**src/rtl/zxbus_epcs_pkg.sv**
```systemverilog
// rtl/zxbus_epcs_pkg.sv - shared constants, status layout and dispatcher states for the EPCS port
//
// Purpose: default port addresses, serial byte window, command word width,
//          status bit positions, dispatcher state enum and a level saturation helper.
// Ports:   none (package).
package zxbus_epcs_pkg;

  localparam logic [7:0] PORT_CTRL_DEF   = 8'hE7;
  localparam logic [7:0] PORT_DATA_DEF   = 8'hEF;
  localparam int         FIFO_DEPTH_DEF  = 4;
  localparam int         BYTE_CYCLES_DEF = 48;

  // Command word: bit 8 = is_ctrl, bits 7:0 = payload byte
  localparam int CMD_W = 9;

  // Status byte layout: {busy_any, full, ovf, 2'b0, level[2:0]}
  localparam int ST_BUSY = 7;
  localparam int ST_FULL = 6;
  localparam int ST_OVF  = 5;

  typedef enum logic [1:0] {
    S_IDLE = 2'd0,
    S_STB  = 2'd1,
    S_BUSY = 2'd2
  } disp_state_t;

  // The status field is only three bits wide; deeper FIFOs report 7.
  function automatic logic [2:0] sat_level(input logic [31:0] n);
    return (n > 32'd7) ? 3'd7 : n[2:0];
  endfunction

endpackage

```
**src/rtl/epcs_cmd_fifo.sv**
```systemverilog
// rtl/epcs_cmd_fifo.sv - synchronous command FIFO with full/empty/level
//
// Purpose: small FIFO between the ZX-bus decoder and the dispatcher.
//          Pointers carry one extra wrap bit so full/empty fall out of a compare.
// Ports:   clk, rst_n (async active-low)
//          push, push_data  - write side; a push while full is accepted only if a pop happens too
//          pop, pop_data    - read side; pop_data shows the head entry combinationally
//          full, empty, level
module epcs_cmd_fifo #(
  parameter int DEPTH = 4,
  parameter int WIDTH = 9
) (
  input  logic                       clk,
  input  logic                       rst_n,
  input  logic                       push,
  input  logic [WIDTH-1:0]           push_data,
  input  logic                       pop,
  output logic [WIDTH-1:0]           pop_data,
  output logic                       full,
  output logic                       empty,
  output logic [$clog2(DEPTH):0]     level
);

  localparam int AW = $clog2(DEPTH);

  logic [WIDTH-1:0] mem [DEPTH];
  logic [AW:0]      wr_ptr;
  logic [AW:0]      rd_ptr;
  logic             do_push;
  logic             do_pop;

  assign empty    = (wr_ptr == rd_ptr);
  assign full     = (wr_ptr[AW] != rd_ptr[AW]) && (wr_ptr[AW-1:0] == rd_ptr[AW-1:0]);
  assign level    = wr_ptr - rd_ptr;
  assign pop_data = mem[rd_ptr[AW-1:0]];

  assign do_pop  = pop & ~empty;
  // A slot freed by a same-cycle pop can be reused immediately.
  assign do_push = push & (~full | do_pop);

  always_ff @(posedge clk or negedge rst_n) begin
    if (!rst_n) begin
      wr_ptr <= '0;
      rd_ptr <= '0;
    end else begin
      if (do_push) wr_ptr <= wr_ptr + {{AW{1'b0}}, 1'b1};
      if (do_pop)  rd_ptr <= rd_ptr + {{AW{1'b0}}, 1'b1};
    end
  end

  always_ff @(posedge clk) begin
    if (do_push) mem[wr_ptr[AW-1:0]] <= push_data;
  end

endmodule

```
**src/rtl/zxbus_epcs_port.sv**
```systemverilog
// rtl/zxbus_epcs_port.sv - ZX-BUS I/O front end pacing host writes into the EPCS shifter
//
// Purpose: synchronises Z80 I/O cycles, decodes the ctrl/data ports, queues writes
//          and emits one strobe per entry with a full serial byte window after data bytes.
//          Optional macro ZXBUS_WAIT_EN: stall the Z80 with WAIT instead of dropping
//          writes that hit a full FIFO.
// Ports:   clk, rst_n                          - clock, async active-low reset
//          zx_a, zx_d_in, zx_d_out, zx_d_oe    - ZX address/data bus
//          zx_iorq_n, zx_rd_n, zx_wr_n, zx_m1_n - async Z80 strobes
//          zx_wait_n                           - WAIT request (tied 1 without the macro)
//          epcs_wdata, ectrl_stb, edata_stb     - to the shifter
//          epcs_rdata                          - shifter receive byte
module zxbus_epcs_port
  import zxbus_epcs_pkg::*;
#(
  parameter logic [7:0] PORT_CTRL   = PORT_CTRL_DEF,
  parameter logic [7:0] PORT_DATA   = PORT_DATA_DEF,
  parameter int         FIFO_DEPTH  = FIFO_DEPTH_DEF,
  parameter int         BYTE_CYCLES = BYTE_CYCLES_DEF
) (
  input  logic       clk,
  input  logic       rst_n,
  input  logic [7:0] zx_a,
  input  logic [7:0] zx_d_in,
  output logic [7:0] zx_d_out,
  output logic       zx_d_oe,
  input  logic       zx_iorq_n,
  input  logic       zx_rd_n,
  input  logic       zx_wr_n,
  input  logic       zx_m1_n,
  output logic       zx_wait_n,
  output logic [7:0] epcs_wdata,
  output logic       ectrl_stb,
  output logic       edata_stb,
  input  logic [7:0] epcs_rdata
);

  localparam int LW = $clog2(FIFO_DEPTH) + 1;
  localparam int CW = (BYTE_CYCLES > 2) ? $clog2(BYTE_CYCLES) : 1;

  // ---------------- synchronisers ----------------
  logic [1:0] iorq_sr, rd_sr, wr_sr, m1_sr;

  always_ff @(posedge clk or negedge rst_n) begin
    if (!rst_n) begin
      iorq_sr <= 2'b11;
      rd_sr   <= 2'b11;
      wr_sr   <= 2'b11;
      m1_sr   <= 2'b11;
    end else begin
      iorq_sr <= {iorq_sr[0], zx_iorq_n};
      rd_sr   <= {rd_sr[0],   zx_rd_n};
      wr_sr   <= {wr_sr[0],   zx_wr_n};
      m1_sr   <= {m1_sr[0],   zx_m1_n};
    end
  end

  // M1 low together with IORQ is an interrupt acknowledge, not a port cycle.
  logic wr_q, rd_q, wr_q_d;
  assign wr_q = ~iorq_sr[1] & ~wr_sr[1] & m1_sr[1];
  assign rd_q = ~iorq_sr[1] & ~rd_sr[1] & m1_sr[1];

  // ---------------- decode ----------------
  logic             a_ctrl, a_data, a_hit;
  logic             wr_hit;
  logic [CMD_W-1:0] cmd_in;

  assign a_ctrl = (zx_a == PORT_CTRL);
  assign a_data = (zx_a == PORT_DATA);
  assign a_hit  = a_ctrl | a_data;
  // The bus has been stable for two clocks when the synced qualifier rises.
  assign wr_hit = wr_q & ~wr_q_d & a_hit;
  assign cmd_in = {a_ctrl, zx_d_in};

  // ---------------- FIFO ----------------
  logic             fifo_push, fifo_pop, fifo_full, fifo_empty;
  logic [CMD_W-1:0] fifo_din, fifo_dout;
  logic [LW-1:0]    fifo_level;
  logic             slot_ok;
  logic             ovf_set;

  assign slot_ok = ~fifo_full | fifo_pop;

  epcs_cmd_fifo #(
    .DEPTH (FIFO_DEPTH),
    .WIDTH (CMD_W)
  ) u_fifo (
    .clk       (clk),
    .rst_n     (rst_n),
    .push      (fifo_push),
    .push_data (fifo_din),
    .pop       (fifo_pop),
    .pop_data  (fifo_dout),
    .full      (fifo_full),
    .empty     (fifo_empty),
    .level     (fifo_level)
  );

`ifdef ZXBUS_WAIT_EN
  logic             pend_q;
  logic [CMD_W-1:0] pend_cmd_q;

  // A pending write is retried every cycle; it is lost only if the host
  // abandons the bus cycle before a slot opens.
  assign fifo_push = pend_q ? slot_ok : (wr_hit & slot_ok);
  assign fifo_din  = pend_q ? pend_cmd_q : cmd_in;
  assign ovf_set   = pend_q & ~slot_ok & ~wr_q;
  assign zx_wait_n = ~pend_q;

  always_ff @(posedge clk or negedge rst_n) begin
    if (!rst_n) begin
      pend_q     <= 1'b0;
      pend_cmd_q <= '0;
    end else if (pend_q) begin
      if (slot_ok || !wr_q) pend_q <= 1'b0;
    end else if (wr_hit && !slot_ok) begin
      pend_q     <= 1'b1;
      pend_cmd_q <= cmd_in;
    end
  end
`else
  assign fifo_push = wr_hit;
  assign fifo_din  = cmd_in;
  assign ovf_set   = wr_hit & ~slot_ok;
  assign zx_wait_n = 1'b1;
`endif

  // ---------------- overflow flag ----------------
  logic rd_ctrl, rd_ctrl_d, ovf_q;

  assign rd_ctrl = rd_q & a_ctrl;

  always_ff @(posedge clk or negedge rst_n) begin
    if (!rst_n) begin
      wr_q_d    <= 1'b0;
      rd_ctrl_d <= 1'b0;
      ovf_q     <= 1'b0;
    end else begin
      wr_q_d    <= wr_q;
      rd_ctrl_d <= rd_ctrl;
      // A new overflow wins over the clear from a status read ending.
      if (ovf_set)                  ovf_q <= 1'b1;
      else if (rd_ctrl_d && !rd_ctrl) ovf_q <= 1'b0;
    end
  end

  // ---------------- dispatcher FSM ----------------
  disp_state_t   state_q, state_d;
  logic [CW-1:0] cnt_q;
  logic          cur_ctrl_q;
  logic          eng_busy;

  always_ff @(posedge clk or negedge rst_n) begin
    if (!rst_n) state_q <= S_IDLE;
    else        state_q <= state_d;
  end

  always_comb begin
    state_d = state_q;
    unique case (state_q)
      S_IDLE: if (!fifo_empty) state_d = S_STB;
      S_STB:  state_d = cur_ctrl_q ? S_IDLE : S_BUSY;
      S_BUSY: if (cnt_q == '0) state_d = S_IDLE;
      default: state_d = S_IDLE;
    endcase
  end

  always_comb begin
    fifo_pop  = (state_q == S_IDLE) & ~fifo_empty;
    ectrl_stb = (state_q == S_STB) &  cur_ctrl_q;
    edata_stb = (state_q == S_STB) & ~cur_ctrl_q;
    eng_busy  = (state_q != S_IDLE);
  end

  always_ff @(posedge clk or negedge rst_n) begin
    if (!rst_n) begin
      cnt_q      <= '0;
      cur_ctrl_q <= 1'b0;
      epcs_wdata <= 8'h00;
    end else begin
      if (fifo_pop) begin
        cur_ctrl_q <= fifo_dout[CMD_W-1];
        epcs_wdata <= fifo_dout[7:0];
      end
      if (state_q == S_STB)                 cnt_q <= CW'(BYTE_CYCLES - 1);
      else if (state_q == S_BUSY && cnt_q != '0) cnt_q <= cnt_q - {{(CW-1){1'b0}}, 1'b1};
    end
  end

  // ---------------- read mux ----------------
  logic [7:0] status;
  logic       rd_win;

  always_comb begin
    status          = 8'h00;
    status[ST_BUSY] = eng_busy | ~fifo_empty;
    status[ST_FULL] = fifo_full;
    status[ST_OVF]  = ovf_q;
    status[2:0]     = sat_level(32'(fifo_level));
  end

  assign rd_win   = rd_q & a_hit;
  assign zx_d_oe  = rd_win;
  assign zx_d_out = !rd_win ? 8'h00 : (a_data ? epcs_rdata : status);

endmodule

```
**config.mk**
```make
export PLATFORM = sky130hd
export DESIGN_NAME = zxbus_epcs_port
export DESIGN_NICKNAME = d
export VERILOG_FILES = /design/src/rtl/zxbus_epcs_pkg.sv /design/src/rtl/epcs_cmd_fifo.sv /design/src/rtl/zxbus_epcs_port.sv
export SDC_FILE = /design/constraint.sdc
export NUM_CORES = 1
export LEC_CHECK = 0
export CAP_MARGIN = 10
export CORE_MARGIN = 2
export CORE_UTILIZATION = 53
export DETAILED_ROUTE_END_ITERATION = 6
export PLACE_DENSITY = 0.81
export SYNTH_ARGS = -nofsm -noshare
export SYNTH_HDL_FRONTEND = slang
export SYNTH_SLANG_ARGS = --single-unit
```
**constraint.sdc**
```tcl
create_clock -name clk -period 2.64 [get_ports clk]
set_clock_uncertainty 0.05 [all_clocks]
set_input_delay 0.264 -clock clk [delete_from_list [all_inputs] [get_ports clk]]
set_output_delay 0.264 -clock clk [all_outputs]
set_load 0.01 [all_outputs]
```
==> results.cfg, run 1 <==
[run_status]
status = completed

[yosys]
yosys.area.top_type = edfxtp_1
seq_area_frac_synth = 0.642
synth_top_area_frac = 0.358
syn_area_mm2 = 0.00302
yosys_warnings = 0
avgSynthCellArea_um2 = 15.3
synth_nets = 238
ys.flop_type = edfxtp_1
async_flop_share = 0.486
synth_cell_types = 44
syn_inst = 198
synth_area_leaders = edfxtp_1, dfrtp_1, dfstp_2
ys_ff_latch = 70
synth_edf_count = 36

[global_route]
grt_pass1_vias = 1885
grt.overflow.total = 0
antenna_found_initial = 0
track_usage = 0.191
grt_pass1_wl_um = 8840
grt_max_degree = 35

[sta]
max_freq_mhz = 410
rsz0062_at_grt = no
hold_viol = 0
slew_violations = 0
period_share = 0.923
tns_ns = 0
post-route-min-period_ns = 2.44
final-setup-viol-count = 0

[setup_path]
crit_type = flop to output port
start_kind = flop
crit_slowest_cell = clkdlybuf4s50_1
max_stage_delay_ns = 0.54
cp-end-kind = output port
crit_family = buffers and inverters
path_cells = inv_2 > ha_2 > nand2_1 > nor2_1 > mux2i_1 > nor2_1 > clkdlybuf4s50_1
crit_buf_inv = 2
arrival_ns = 2.12
crit_path_max_fanout = 4
crit_top_cell = nor2_1
critPathRequiredTime_ns = 2.33

[clocking]
numCtsBuffers = 9
cts.sinks = 70
root_buffer = clkbuf_8
cts_max_path_buffers = 2
clock_latency_ns = 0.34
cts_setup_buffers = 0
ctsHtreeMaxLevel = 3
cts_tree = yes
clkTransAtPathRegs_ns = 0.07
cts_hold_buf = 0

[layout]
drive_above_1_share = 0.210
layout_common_cells = clkdlybuf4s50_1, edfxtp_1, dfrtp_1, nor2_1
final_cell_area_mm2 = 0.00384
fill_cells = 387
stdcell_count = 334
final_common_cell = clkdlybuf4s50_1
fin_nets = 297
n_antenna_cell = 0
syn_to_final_growth_pct = 27.0

[route]
drc = 0
totalWireLength_um = 5250
firstDrtPassIters = 4
vias = 1814
drtAntennaViolNets = 0
dr_wl_met3_um = 184
wire_per_inst_um = 15.7
drt_iter0_drc = 171
dr.max_layer_used = met4
via_per_inst = 5.43
wl_met1_um = 2200
wl_met2_um = 2730

[die]
io_pins = 50
dieWidth_um = 79.5
design.core.area_mm2 = 0.00551
initial_core_util = 0.549
die-area_mm2 = 0.00632
fp.dieH_um = 79.5
fp-row-count = 27

[place]
place_congestion = 0.763
dp.cells = 318
dpl_cell_area_mm2 = 0.00361
place_hpwl_um = 3660
portBuffers = 48

[power_and_ir_drop]
power.leakage_nw = 1.51
irDropWorstVdd_mv = 0.527
power_density_mw_per_mm2 = 869

[worst_hold_path]
hold_path.class = input port to async pin

[run]
drv_cap = 0
## per-stage QoR
| step | setup slack [ns] | utilization | hold slack [ns] | total power [W] |
|---|---|---|---|---|
| 2_1_floorplan | 0.335 | - | -0.0816 | 0.00210 |
| 3_3_place_gp | 0.185 | 0.656 | 0.296 | 0.00245 |
| 3_5_place_dp | 0.148 | 0.656 | 0.298 | 0.00248 |
| 4_1_cts | 0.00281 | 0.693 | 0.263 | 0.00338 |
| 5_1_grt | 0.0158 | 0.697 | 0.275 | 0.00354 |
| 6_report | 0.203 | 0.697 | 0.276 | 0.00334 |
## routing by layer
| metal | vias up | GRT usage |
|---|---|---|
| met5 | - | 0 |
| met2 | 39 | 0.305 |
| li1 | 863 | - |
| met4 | 0 | 0.119 |
| met1 | 902 | 0.240 |
| met3 | 10 | 0.0373 |
## power by group
group / internal [W] / switching (W)
combinational: 0.000598 / 0.000464
clock: 0.000531 / 0.000359
sequential: 0.00129 / 0.0000954
## synth_stat cells (4+ instances only)
cell and count:
ha_1 9, clkbuf_1 5, mux2_2 9, mux4_2 9, dfrtp_1 26, and2_1 4, nor3b_1 4, edfxtp_1 36
nand2_1 7, o21ai_0 7, and3_1 6, dfstp_2 8, inv_1 6, nor2_1 13
## what timing repair did
| action | 4_1_cts | 5_1_grt |
|---|---|---|
| gates cloned | 0 | 0 |
| gates resized for setup | 1 | 7 |
| setup endpoints to repair | 1 | 4 |
## flip-flops by register name (all words and copies together), names as in the netlist
register / count
cur_ctrl_q: 1
wr_sr: 2
epcs_wdata: 8
rd_ctrl_d: 1
u_fifo.mem: 36
rd_sr: 2
u_fifo.wr_ptr: 3
cnt_q: 6
u_fifo.rd_ptr: 3
ovf_q: 1
iorq_sr: 2
wr_q_d: 1
state_q: 2
m1_sr: 2
## layout make-up
type	instances	area, µm²	share of cell area
timing repair buffer	56	544	0.142
clock inverter	4	72.6	0.0189
inverter	6	22.5	0.00587
sequential	70	1940	0.506
clock buffer	12	135	0.0352
multi-input combinational	114	1030	0.269
tap	72	90.1	0.0235
## path summary, 6_finish.rpt
path,end,slack (ns),cells after the start,from
max in group asynchronous,m1_sr[0]$_DFF_PN1_,1.91,2,rst_n
hold reg to reg,m1_sr[1]$_DFF_PN1_,0.31,0,m1_sr[0]$_DFF_PN1_
setup reg to reg,u_fifo.mem[1][7]$_DFFE_PP_,0.40,5,u_fifo.rd_ptr[1]$_DFFE_PN0P_
min in group clk,wr_sr[0]$_DFF_PN1_,0.28,1,zx_wr_n
hold / removal,epcs_wdata[1]$_DFFE_PN0P_,0.28,2,rst_n
setup / recovery,zx_d_out[6],0.20,7,u_fifo.wr_ptr[0]$_DFFE_PN0P_
## cells by family (layout without fill, tap and decap cells)
kind of cell / after synthesis / after routing / synth area share
mux: 21 / 21 / 0.111
flops: 70 / 70 / 0.642
fa+ha+maj: 10 / 10 / 0.0439
buf+inv: 14 / 78 / 0.0215
other cells: 1 / 1 / 0.00124
xor+xnor: 6 / 6 / 0.0199
compound gates: 28 / 28 / 0.0745
simple gates: 48 / 48 / 0.0861
## worst reg2reg max path, cell delays in order, from the launching register on
cell	delay, ns
dfrtp_1	0.40
inv_1	0.07
ha_1	0.37
o211ai_1	0.18
o2111a_1	0.34
and2_1	0.47
Power figures use the tool's default switching activity.
==> run 2: changes to the inputs <==
CAP_MARGIN = unset   (was 10)
RECOVER_POWER = 50   (was unset)
==> run 2 against run 1 <==
Effect of this change:
- wire length is 0.11% lower
- the run now ends with capacitance limit, slew limit left
- clock-buffer cell count stayed put
- clock power hardly changed
- largest power group unchanged
- design area hardly changed
- die area stayed put
- maximum frequency hardly changed
- via count is 0.17% higher
- register-to-register slack hardly changed
- first-iteration DRC count stayed put
- global-route usage stayed put
- non-clock buffer count stayed put
==> results.cfg, run 2 (same netlist as run 1, synthesis figures left out) <==
[setup_path]
cp-end-kind = output port
reg2reg_depth = 5
max_stage_delay_ns = 0.54
worstReg2RegEnd = u_fifo.mem[1][7]$_DFFE_PP_
crit_buf_inv = 2
crit_family = buffers and inverters
path_cells = inv_2 > ha_2 > nand2_1 > nor2_1 > mux2i_1 > nor2_1 > clkdlybuf4s50_1
critPathRequiredTime_ns = 2.33
crit_slowest_cell = clkdlybuf4s50_1
arrival_ns = 2.12
start_kind = flop
crit_type = flop to output port
crit_path_max_fanout = 4
r2r_slack_ns = 0.40
worstReg2RegStart = u_fifo.rd_ptr[1]$_DFFE_PN0P_
crit_top_cell = nor2_1

[die]
dieWidth_um = 79.5
fp-row-count = 27
io_pins = 50
fp.dieH_um = 79.5
initial_core_util = 0.549
die-area_mm2 = 0.00632
design.core.area_mm2 = 0.00551

[sta]
worst_slew_pin_slew_ns = 1.81
rsz0062_at_grt = no
tns_ns = 0
slew_headroom = -0.206
hold_viol = 0
setup_slack_ns = 0.203
final-setup-viol-count = 0
post-route-min-period_ns = 2.44
slew_violations = 35
max_freq_mhz = 410
timing.hold.ws_ns = 0.308
period_share = 0.923

[global_route]
grt_use_met3 = 0.0373
grt_max_degree = 35
grtUsageMet2 = 0.305
antenna_found_initial = 0
grt.overflow.total = 0
grt_use_met1 = 0.240
grt_pass1_vias = 1885
top_usage_layer = met2
track_usage = 0.191
grt_pass1_wl_um = 8840

[layout]
n_antenna_cell = 0
drive_above_1_share = 0.202
final_core_util = 0.697
largest_register_ff_count = 36
layout_common_cells = edfxtp_1, clkdlybuf4s50_1, dfrtp_1, nor2_1, dlygate4sd3_1
final_common_cell = edfxtp_1
fin_nets = 297
syn_to_final_growth_pct = 26.9
stdcell_count = 334

[route]
firstDrtPassIters = 4
totalWireLength_um = 5240
vias = 1817
via_per_inst = 5.44
wire_per_inst_um = 15.7
drtAntennaViolNets = 0
drt_iter0_drc = 171
drc = 0

[clocking]
clock_latency_ns = 0.34
root_buffer = clkbuf_8
cts_max_path_buffers = 2
ctsHtreeMaxLevel = 3
clkTransAtPathRegs_ns = 0.06
cts_resized = 1
cts.sinks = 70
cts_tree = yes
cts_hold_buf = 0
cts_setup_buffers = 0
numCtsBuffers = 9

[power_and_ir_drop]
power.leakage_nw = 1.50
sequentialPowerShare = 0.416
power_density_mw_per_mm2 = 869
irDropWorstVdd_mv = 0.527
p_comb_frac = 0.317
switchingPower_w = 0.000919
p_int_w = 0.00241
p_clk_frac = 0.267
p_sw_frac = 0.276

[place]
place_congestion = 0.763
place_hpwl_um = 3660
place_ws_ns = 0.148
portBuffers = 48
dp.cells = 318

[worst_hold_path]
holdPathStages = 0
hp-start = rd_sr[0]$_DFF_PN1_
holdPathEnd = rd_sr[1]$_DFF_PN1_
hold_path.class = flop to flop

[run_status]
status = complete, but fails checks
violations = capacitance limit, slew limit

[run]
drv_cap = 1
run 2: changes by cell type in the layout (fill, tap and decap cells not counted):
cell,change
clkdlybuf4s50_1,-13
dfstp_1,+1
dlygate4sd3_1,+13
clkbuf_1,+1
buf_4,-1
dfstp_2,-1
run 2: cell type report:
type | instances | area (µm²)
Clock buffer | 12 | 135
Sequential cell | 70 | 1940
Timing Repair Buffer | 56 | 541
Inverter | 6 | 22.5
Clock inverter | 4 | 72.6
Fill cell | 389 | 1670
Tap cell | 72 | 90.1
Multi-Input combinational cell | 114 | 1030
run 2: worst max path at each step:
stage | startpoint | end | slack, ns | depth (start not counted)
after global routing | u_fifo.wr_ptr[0]$_DFFE_PN0P_ | zx_d_out[6] | 0.02 | 7
final | u_fifo.wr_ptr[0]$_DFFE_PN0P_ | zx_d_out[6] | 0.20 | 7
after CTS | u_fifo.wr_ptr[0]$_DFFE_PN0P_ | zx_d_out[1] | 0.003 | 5
after detailed placement | zx_a[7] | zx_d_out[7] | 0.15 | 5
after global placement | zx_a[6] | zx_d_out[1] | 0.19 | 5
after floorplan | u_fifo.rd_ptr[1]$_DFFE_PN0P_ | u_fifo.mem[3][0]$_DFFE_PP_ | 0.33 | 6
run 2: power by group through the flow:
stage / logic (W) / registers (W) / clock network (W)
detailed placement: 0.00107 / 0.00140 / 0
finish: 0.00106 / 0.00139 / 0.000890
global placement: 0.00104 / 0.00140 / 0
floorplan: 0.000667 / 0.00143 / 0
global route: 0.00117 / 0.00140 / 0.000965
CTS: 0.00108 / 0.00139 / 0.000913
run 2: metrics by stage:
stage	total power, W	area [µm²]
finish	0.00333	3840
global route	0.00353	3840
CTS	0.00338	3820
detailed placement	0.00248	3610
global placement	0.00245	3610
floorplan	0.00210	3020
run 2: routing by layer:
metal,vias to the layer above,part of all wire
met3,10,0.035
met2,41,0.52
met1,903,0.42
met4,0,0.025
met5,-,0
li1,863,-
